`src/rtl/sobel_pkg.sv`:
```
// Shared types and constants for the Sobel 3x3 window generator.
package sobel_pkg;

  localparam int DATA_W_DEF = 8;
  localparam int N_TAPS     = 9;

  typedef enum logic [1:0] {IDLE, PRIME, STREAM, DRAIN} state_t;

  // Row-major tap positions; TAP_BR is always the newest pixel.
  localparam int TAP_TL = 0;
  localparam int TAP_TC = 1;
  localparam int TAP_TR = 2;
  localparam int TAP_ML = 3;
  localparam int TAP_MC = 4;
  localparam int TAP_MR = 5;
  localparam int TAP_BL = 6;
  localparam int TAP_BC = 7;
  localparam int TAP_BR = 8;

endpackage

```
`src/rtl/sobel_line_buf.sv`:
```
// One-line pixel store: combinational read and synchronous write at the same address,
// so a read in the write cycle returns the old contents. Not reset; priming refills it.
module sobel_line_buf
  import sobel_pkg::*;
#(
  parameter int DEPTH  = 128,
  parameter int DATA_W = DATA_W_DEF
) (
  input  logic                     clk,
  input  logic                     we,
  input  logic [$clog2(DEPTH)-1:0] addr,
  input  logic [DATA_W-1:0]        wdata,
  output logic [DATA_W-1:0]        rdata
);

  logic [DATA_W-1:0] mem [DEPTH];

  assign rdata = mem[addr];

  always_ff @(posedge clk) begin
    if (we) mem[addr] <= wdata;
  end

endmodule

```
`src/rtl/sobel_window_gen.sv`:
```
// Raster-stream 3x3 window generator: one registered window per accepted interior pixel, 1 clk latency,
// single output stage (input stalls while a window is held). Centre coordinates added with SOBEL_WIN_COORD_EN.
module sobel_window_gen
  import sobel_pkg::*;
#(
  parameter int IMG_W  = 128,
  parameter int IMG_H  = 128,
  parameter int DATA_W = DATA_W_DEF
) (
  input  logic                       clk_i_s,
  input  logic                       rst_i_s,
  input  logic [DATA_W-1:0]          pix_i,
  input  logic                       pix_valid_i,
  output logic                       pix_ready_o,
  output logic [DATA_W-1:0]          win_o_0,
  output logic [DATA_W-1:0]          win_o_1,
  output logic [DATA_W-1:0]          win_o_2,
  output logic [DATA_W-1:0]          win_o_3,
  output logic [DATA_W-1:0]          win_o_4,
  output logic [DATA_W-1:0]          win_o_5,
  output logic [DATA_W-1:0]          win_o_6,
  output logic [DATA_W-1:0]          win_o_7,
  output logic [DATA_W-1:0]          win_o_8,
  output logic                       win_valid_o,
  input  logic                       win_ready_i,
  output logic                       frame_done_o
`ifdef SOBEL_WIN_COORD_EN
  ,
  output logic [$clog2(IMG_H)-1:0]   win_row_o,
  output logic [$clog2(IMG_W)-1:0]   win_col_o
`endif
);

  localparam int CW = $clog2(IMG_W);
  localparam int RW = $clog2(IMG_H);
  localparam logic [CW-1:0] COL_LAST = CW'(IMG_W - 1);
  localparam logic [RW-1:0] ROW_LAST = RW'(IMG_H - 1);

  state_t            state, state_nx;
  logic [CW-1:0]     col;
  logic [RW-1:0]     row;
  logic              accept, emit, col_last, row_last, win_hit;
  logic [DATA_W-1:0] lb0_q, lb1_q;
  // Two older columns of the neighbourhood (index 0 = top); the third is the column arriving now.
  logic [DATA_W-1:0] col_a [3];
  logic [DATA_W-1:0] col_b [3];
  logic [DATA_W-1:0] taps [N_TAPS];

  assign accept   = pix_valid_i && pix_ready_o;
  assign emit     = win_valid_o && win_ready_i;
  assign col_last = (col == COL_LAST);
  assign row_last = (row == ROW_LAST);
  assign win_hit  = (row >= RW'(2)) && (col >= CW'(2));

  sobel_line_buf #(.DEPTH(IMG_W), .DATA_W(DATA_W)) u_lb0 (
    .clk   (clk_i_s),
    .we    (accept),
    .addr  (col),
    .wdata (pix_i),
    .rdata (lb0_q)
  );

  sobel_line_buf #(.DEPTH(IMG_W), .DATA_W(DATA_W)) u_lb1 (
    .clk   (clk_i_s),
    .we    (accept),
    .addr  (col),
    .wdata (lb0_q),
    .rdata (lb1_q)
  );

  always_ff @(posedge clk_i_s) begin
    if (rst_i_s) state <= IDLE;
    else         state <= state_nx;
  end

  always_comb begin
    state_nx = state;
    case (state)
      IDLE:    if (accept) state_nx = PRIME;
      PRIME:   if (accept && col_last && (row == RW'(1))) state_nx = STREAM;
      STREAM:  if (accept && col_last && row_last) state_nx = DRAIN;
      DRAIN:   if (emit) state_nx = IDLE;
      default: state_nx = IDLE;
    endcase
  end

  always_comb begin
    pix_ready_o  = 1'b0;
    frame_done_o = 1'b0;
    if (!rst_i_s) begin
      pix_ready_o  = (state != DRAIN) && (!win_valid_o || win_ready_i);
      frame_done_o = (state == DRAIN) && emit;
    end
  end

  always_ff @(posedge clk_i_s) begin
    if (rst_i_s || frame_done_o) begin
      col <= '0;
      row <= '0;
    end else if (accept) begin
      if (col_last) begin
        col <= '0;
        row <= row_last ? '0 : row + 1'b1;
      end else begin
        col <= col + 1'b1;
      end
    end
  end

  always_ff @(posedge clk_i_s) begin
    if (rst_i_s) begin
      col_a <= '{default: '0};
      col_b <= '{default: '0};
    end else if (accept) begin
      col_a <= col_b;
      col_b <= '{lb1_q, lb0_q, pix_i};
    end
  end

  always_ff @(posedge clk_i_s) begin
    if (rst_i_s) begin
      for (int k = 0; k < N_TAPS; k++) taps[k] <= '0;
      win_valid_o <= 1'b0;
    end else if (accept && win_hit) begin
      taps[TAP_TL] <= col_a[0];
      taps[TAP_TC] <= col_b[0];
      taps[TAP_TR] <= lb1_q;
      taps[TAP_ML] <= col_a[1];
      taps[TAP_MC] <= col_b[1];
      taps[TAP_MR] <= lb0_q;
      taps[TAP_BL] <= col_a[2];
      taps[TAP_BC] <= col_b[2];
      taps[TAP_BR] <= pix_i;
      win_valid_o  <= 1'b1;
    end else if (emit) begin
      win_valid_o <= 1'b0;
    end
  end

`ifdef SOBEL_WIN_COORD_EN
  always_ff @(posedge clk_i_s) begin
    if (rst_i_s) begin
      win_row_o <= '0;
      win_col_o <= '0;
    end else if (accept && win_hit) begin
      win_row_o <= row - 1'b1;
      win_col_o <= col - 1'b1;
    end
  end
`endif

  assign win_o_0 = taps[TAP_TL];
  assign win_o_1 = taps[TAP_TC];
  assign win_o_2 = taps[TAP_TR];
  assign win_o_3 = taps[TAP_ML];
  assign win_o_4 = taps[TAP_MC];
  assign win_o_5 = taps[TAP_MR];
  assign win_o_6 = taps[TAP_BL];
  assign win_o_7 = taps[TAP_BC];
  assign win_o_8 = taps[TAP_BR];

endmodule

```
`config.mk`:
```
export PLATFORM = sky130hd
export DESIGN_NAME = sobel_window_gen
export DESIGN_NICKNAME = d
export VERILOG_FILES = /design/src/rtl/sobel_pkg.sv /design/src/rtl/sobel_line_buf.sv /design/src/rtl/sobel_window_gen.sv
export SDC_FILE = /design/constraint.sdc
export NUM_CORES = 2
export LEC_CHECK = 0
export BUFFER_PORTS_ARGS = -buffer_cell sky130_fd_sc_hd__buf_2
export CAP_MARGIN = 40
export CORE_MARGIN = 2
export CORE_UTILIZATION = 44
export DETAILED_ROUTE_END_ITERATION = 6
export RECOVER_POWER = 25
export SLEW_MARGIN = 20
export SYNTH_ARGS = -nofsm -noshare
export SYNTH_HDL_FRONTEND = slang
export SYNTH_HIERARCHICAL = 1
export SYNTH_SLANG_ARGS = --single-unit
```
`constraint.sdc`:
```
create_clock -name clk_i_s -period 6.8 [get_ports clk_i_s]
set_input_delay 2.04 -clock clk_i_s [delete_from_list [all_inputs] [get_ports clk_i_s]]
set_output_delay 2.04 -clock clk_i_s [all_outputs]
set_load 0.05 [all_outputs]
```
==> metrics.csv <==
stage,metric,value,unit
grt,aggregate global routing overflow,0,
route,1st-pass router iterations,6,
synthesis,cell area after synthesis,0.0859,mm^2
placement,cell count after placement,7842,
pwr,worst vdd ir,0.000283,V
placement,DP HPWL,157,mm
sta,Slew @ Worst Pin,3.67,ns
sta,fin crit share,85.0,%
grt,vias in the first global route,51000,
floorplan,row count,162,
pwr,Lkg Pwr,29.9,nW
synthesis,post-synthesis sequential area ratio,75.7,%
final_layout,layout cell share with drive strength beyond 1,14.2,%
clock_tree,CTS sink cnt,2185,
clock_tree,hold_buf cts,0,
sta,fin crit period,5.78,ns
route,DRC Markers,0,
grt,antenna violations before repair,4,
setup_path,CP arrival,6.39,ns
sta,RSZ-0062 raised after global routing,no,
sta,Final setup viols,0,
sta,slack of the critical path,1.02,ns
sta,Pins Over Slew Limit,790,
floorplan,core box area,0.194,mm^2
setup_path,CP Data Required Time,7.41,ns
synthesis,Post-synth EDFFs,2120,
route,Via density,6.47,
outcome,status,"finished, violations left",
placement,gpl congestion,0.909,
placement,Port Buffers,86,
final_layout,nets,5567,
route,vias,53400,
synthesis,Synth Flop Type,edfxtp_1,
clock_tree,TritonCTS Buffers,209,
setup_path,CP startpoint kind,flop,
final_layout,Filler Cells Inserted,16000,
route,drt wl/cell,31.7,um
clock_tree,post-CTS sizing,0,
setup_path,Most Frequent Cell on Critical Path,o21ai_0,
clock_tree,"Clk Latency, worst-skew pair",0.86,ns
clock_tree,Longest Clk Path Bufs,3,
setup_path,r2r startpoint,col[1],
setup_path,crit-path max cell delay,1.94,ns
hold_path,HP Class,reg -> reg,
sta,Setup Skew,0.0378,ns
pwr,cell area power density,298,mW/mm^2
setup_path,crit-path max FO,50,
synthesis,Post-Syn Area per Cell,15.9,um^2
sta,Max-slew headroom,-145,%
final_layout,synthesis-to-layout area growth,12.2,%
clock_tree,clk slew on worst S/H paths,0.06,ns
final_layout,FF/Latch Area,0.0650,mm^2
floorplan,Starting Density,44.2,%
floorplan,IO Pins,87,
route,antenna-violating nets left,0,
floorplan,die area,0.199,mm^2
synthesis,ys async rst share,0,%
synthesis,Yosys cell types,86,
setup_path,crit path buf inv count,2,
placement,Place WS,1.59,ns
final_layout,multi-input logic area,0.0187,mm^2
sta,Max Freq,173,MHz
setup_path,"Cell Chain, Critical Path",buf_12 > clkbuf_1 > o21ai_0 > o21ai_0 > a21oi_1 > nor3_1 > nand4_1 > and2_1,
floorplan,chip height,446,um
sta,Setup Total Neg Slack,0,ns
setup_path,CP max-delay cell,clkbuf_1,
grt,first-pass GRT wire length,374,mm
sta,final hold vios,0,
synthesis,Synth Net Count,5439,
grt,largest net degree at the start of global routing,131,
hold_path,beginning of the worst hold path,col_a[15],
setup_path,critical path startpoint,col[1],
setup_path,Setup CP Type,reg -> reg,
outcome,failing checks,"capacitance limit, slew limit",
clock_tree,CTS tree,built,
flow_run,max cap viols,16,
final_layout,Final Non-Filler Cells,8265,
synthesis,yosys warns,6,
clock_tree,CTS H-tree depth,4,
pwr,overall power,28.7,mW
setup_path,critical path's top delay family,buffers and inverters,
setup_path,CP endpoint kind,flop,
synthesis,Yosys reg bits,2185,
grt,total global-route track usage,25.9,%
floorplan,die span in x,446,um
synthesis,Post-Synthesis Cells,5417,
clock_tree,CTS root buf,clkbuf_16,
setup_path,reg2reg setup slack,1.02,ns
route,final wirelength,262,mm
clock_tree,post-CTS setup buffer count,0,
route,initial DRC count,7372,
-- sequential cells by signal, summed over array words and instances, names as in the netlist, 2 cells and up --
register / cells
col: 7
col_a: 24
col_b: 24
row: 7
state: 2
taps: 72
u_lb0/mem: 1024
u_lb1/mem: 1024
-- worst paths after layout --
path / end / depth (start not counted)
hold / removal: col_a[15] / 2
hold reg to reg: col_a[15] / 2
setup reg to reg: taps[0][18] / 8
setup / recovery: taps[0][18] / 8
-- cell usage in the layout, fill, tap and decap left out, types with 82 or more instances in the layout --
master / n
a21oi_1: 303
nand2_1: 301
a221oi_1: 440
nor2_1: 495
o21ai_0: 164
mux2i_1: 122
a22oi_1: 146
buf_4: 183
edfxtp_1: 2120
a22o_1: 82
and2_1: 82
clkbuf_16: 214
mux2_2: 120
-- cell usage after synthesis, types with 10 or more instances --
cell / count / area share, %
o221ai_1: 34 / 0.35
buf_2: 168 / 0.98
buf_1: 23 / 0.10
buf_4: 18 / 0.16
a221oi_1: 440 / 4.5
edfxtp_1: 2120 / 74
o21ai_0: 164 / 0.96
a21oi_1: 303 / 1.8
nand2b_1: 18 / 0.13
a22o_1: 82 / 0.84
clkbuf_1: 154 / 0.67
mux4_2: 22 / 0.58
mux2i_1: 122 / 1.4
o22a_1: 22 / 0.22
a211oi_1: 17 / 0.15
buf_6: 46 / 0.60
nor3_1: 37 / 0.22
and2_1: 82 / 0.60
a221o_1: 40 / 0.47
o22ai_1: 48 / 0.35
o31ai_1: 12 / 0.10
nor2_1: 496 / 2.2
ha_1: 10 / 0.15
or3_1: 12 / 0.087
a22oi_1: 146 / 1.3
inv_1: 15 / 0.066
nor2b_1: 25 / 0.18
nand4_1: 19 / 0.14
dfxtp_1: 65 / 1.5
o211ai_1: 22 / 0.19
nand2_1: 309 / 1.4
nand3_1: 41 / 0.24
mux2_2: 120 / 1.6
-- layout make-up --
class / count / share of cell area (%)
Antenna cell: 1 / 0.00260
Clock buffer: 269 / 5.80
Clock inverter: 119 / 1.02
Inverter: 15 / 0.0637
Multi-Input combinational cell: 2801 / 19.5
Sequential cell: 2185 / 67.5
Tap cell: 2542 / 3.30
Timing Repair Buffer: 333 / 2.87
-- where the power goes --
group / switching (mW) / total [mW] / internal, mW
logic: 1.75 / 2.31 / 0.558
registers: 0.0437 / 15.1 / 15.1
clock network: 5.01 / 11.3 / 6.28
-- kinds of logic after synthesis --
family,Yosys count,synth area share [%]
xor+xnor,8,0.0816
compound gates,1425,12.2
buf+inv,431,2.62
flops,2185,75.7
simple gates,1084,5.57
fa+ha+maj,10,0.146
mux,274,3.71
-- metal layers --
layer / up-vias / GRT usage [%] / routed length [um]
met5: - / 0 / 25
met4: 4 / 7.97 / 8300
met3: 532 / 6.85 / 32900
met2: 3643 / 38.4 / 116000
met1: 27300 / 37.4 / 105000
li1: 22000 / - / -
-- worst reg2reg max path, cell delays in order, from the launching register on --
cell      delay [ns]
dfxtp_4         0.76
buf_12          0.35
clkbuf_1        1.94
o21ai_0         0.32
o21ai_0         0.46
a21oi_1         0.32
nor3_1          0.59
nand4_1         0.51
and2_1          0.30
-- per-stage QoR --
step                      cell area (um^2)  utilization, %  hold slack [ns]
final                                96300            49.5            0.449
after global routing                 96300            49.5            0.468
after CTS                            96200            49.5            0.450
after detailed placement             89600            46.1            0.442
after global placement               89000            45.8            0.439
after floorplan                      85900               -            0.432
No activity file was read; power rests on OpenSTA's default activity.
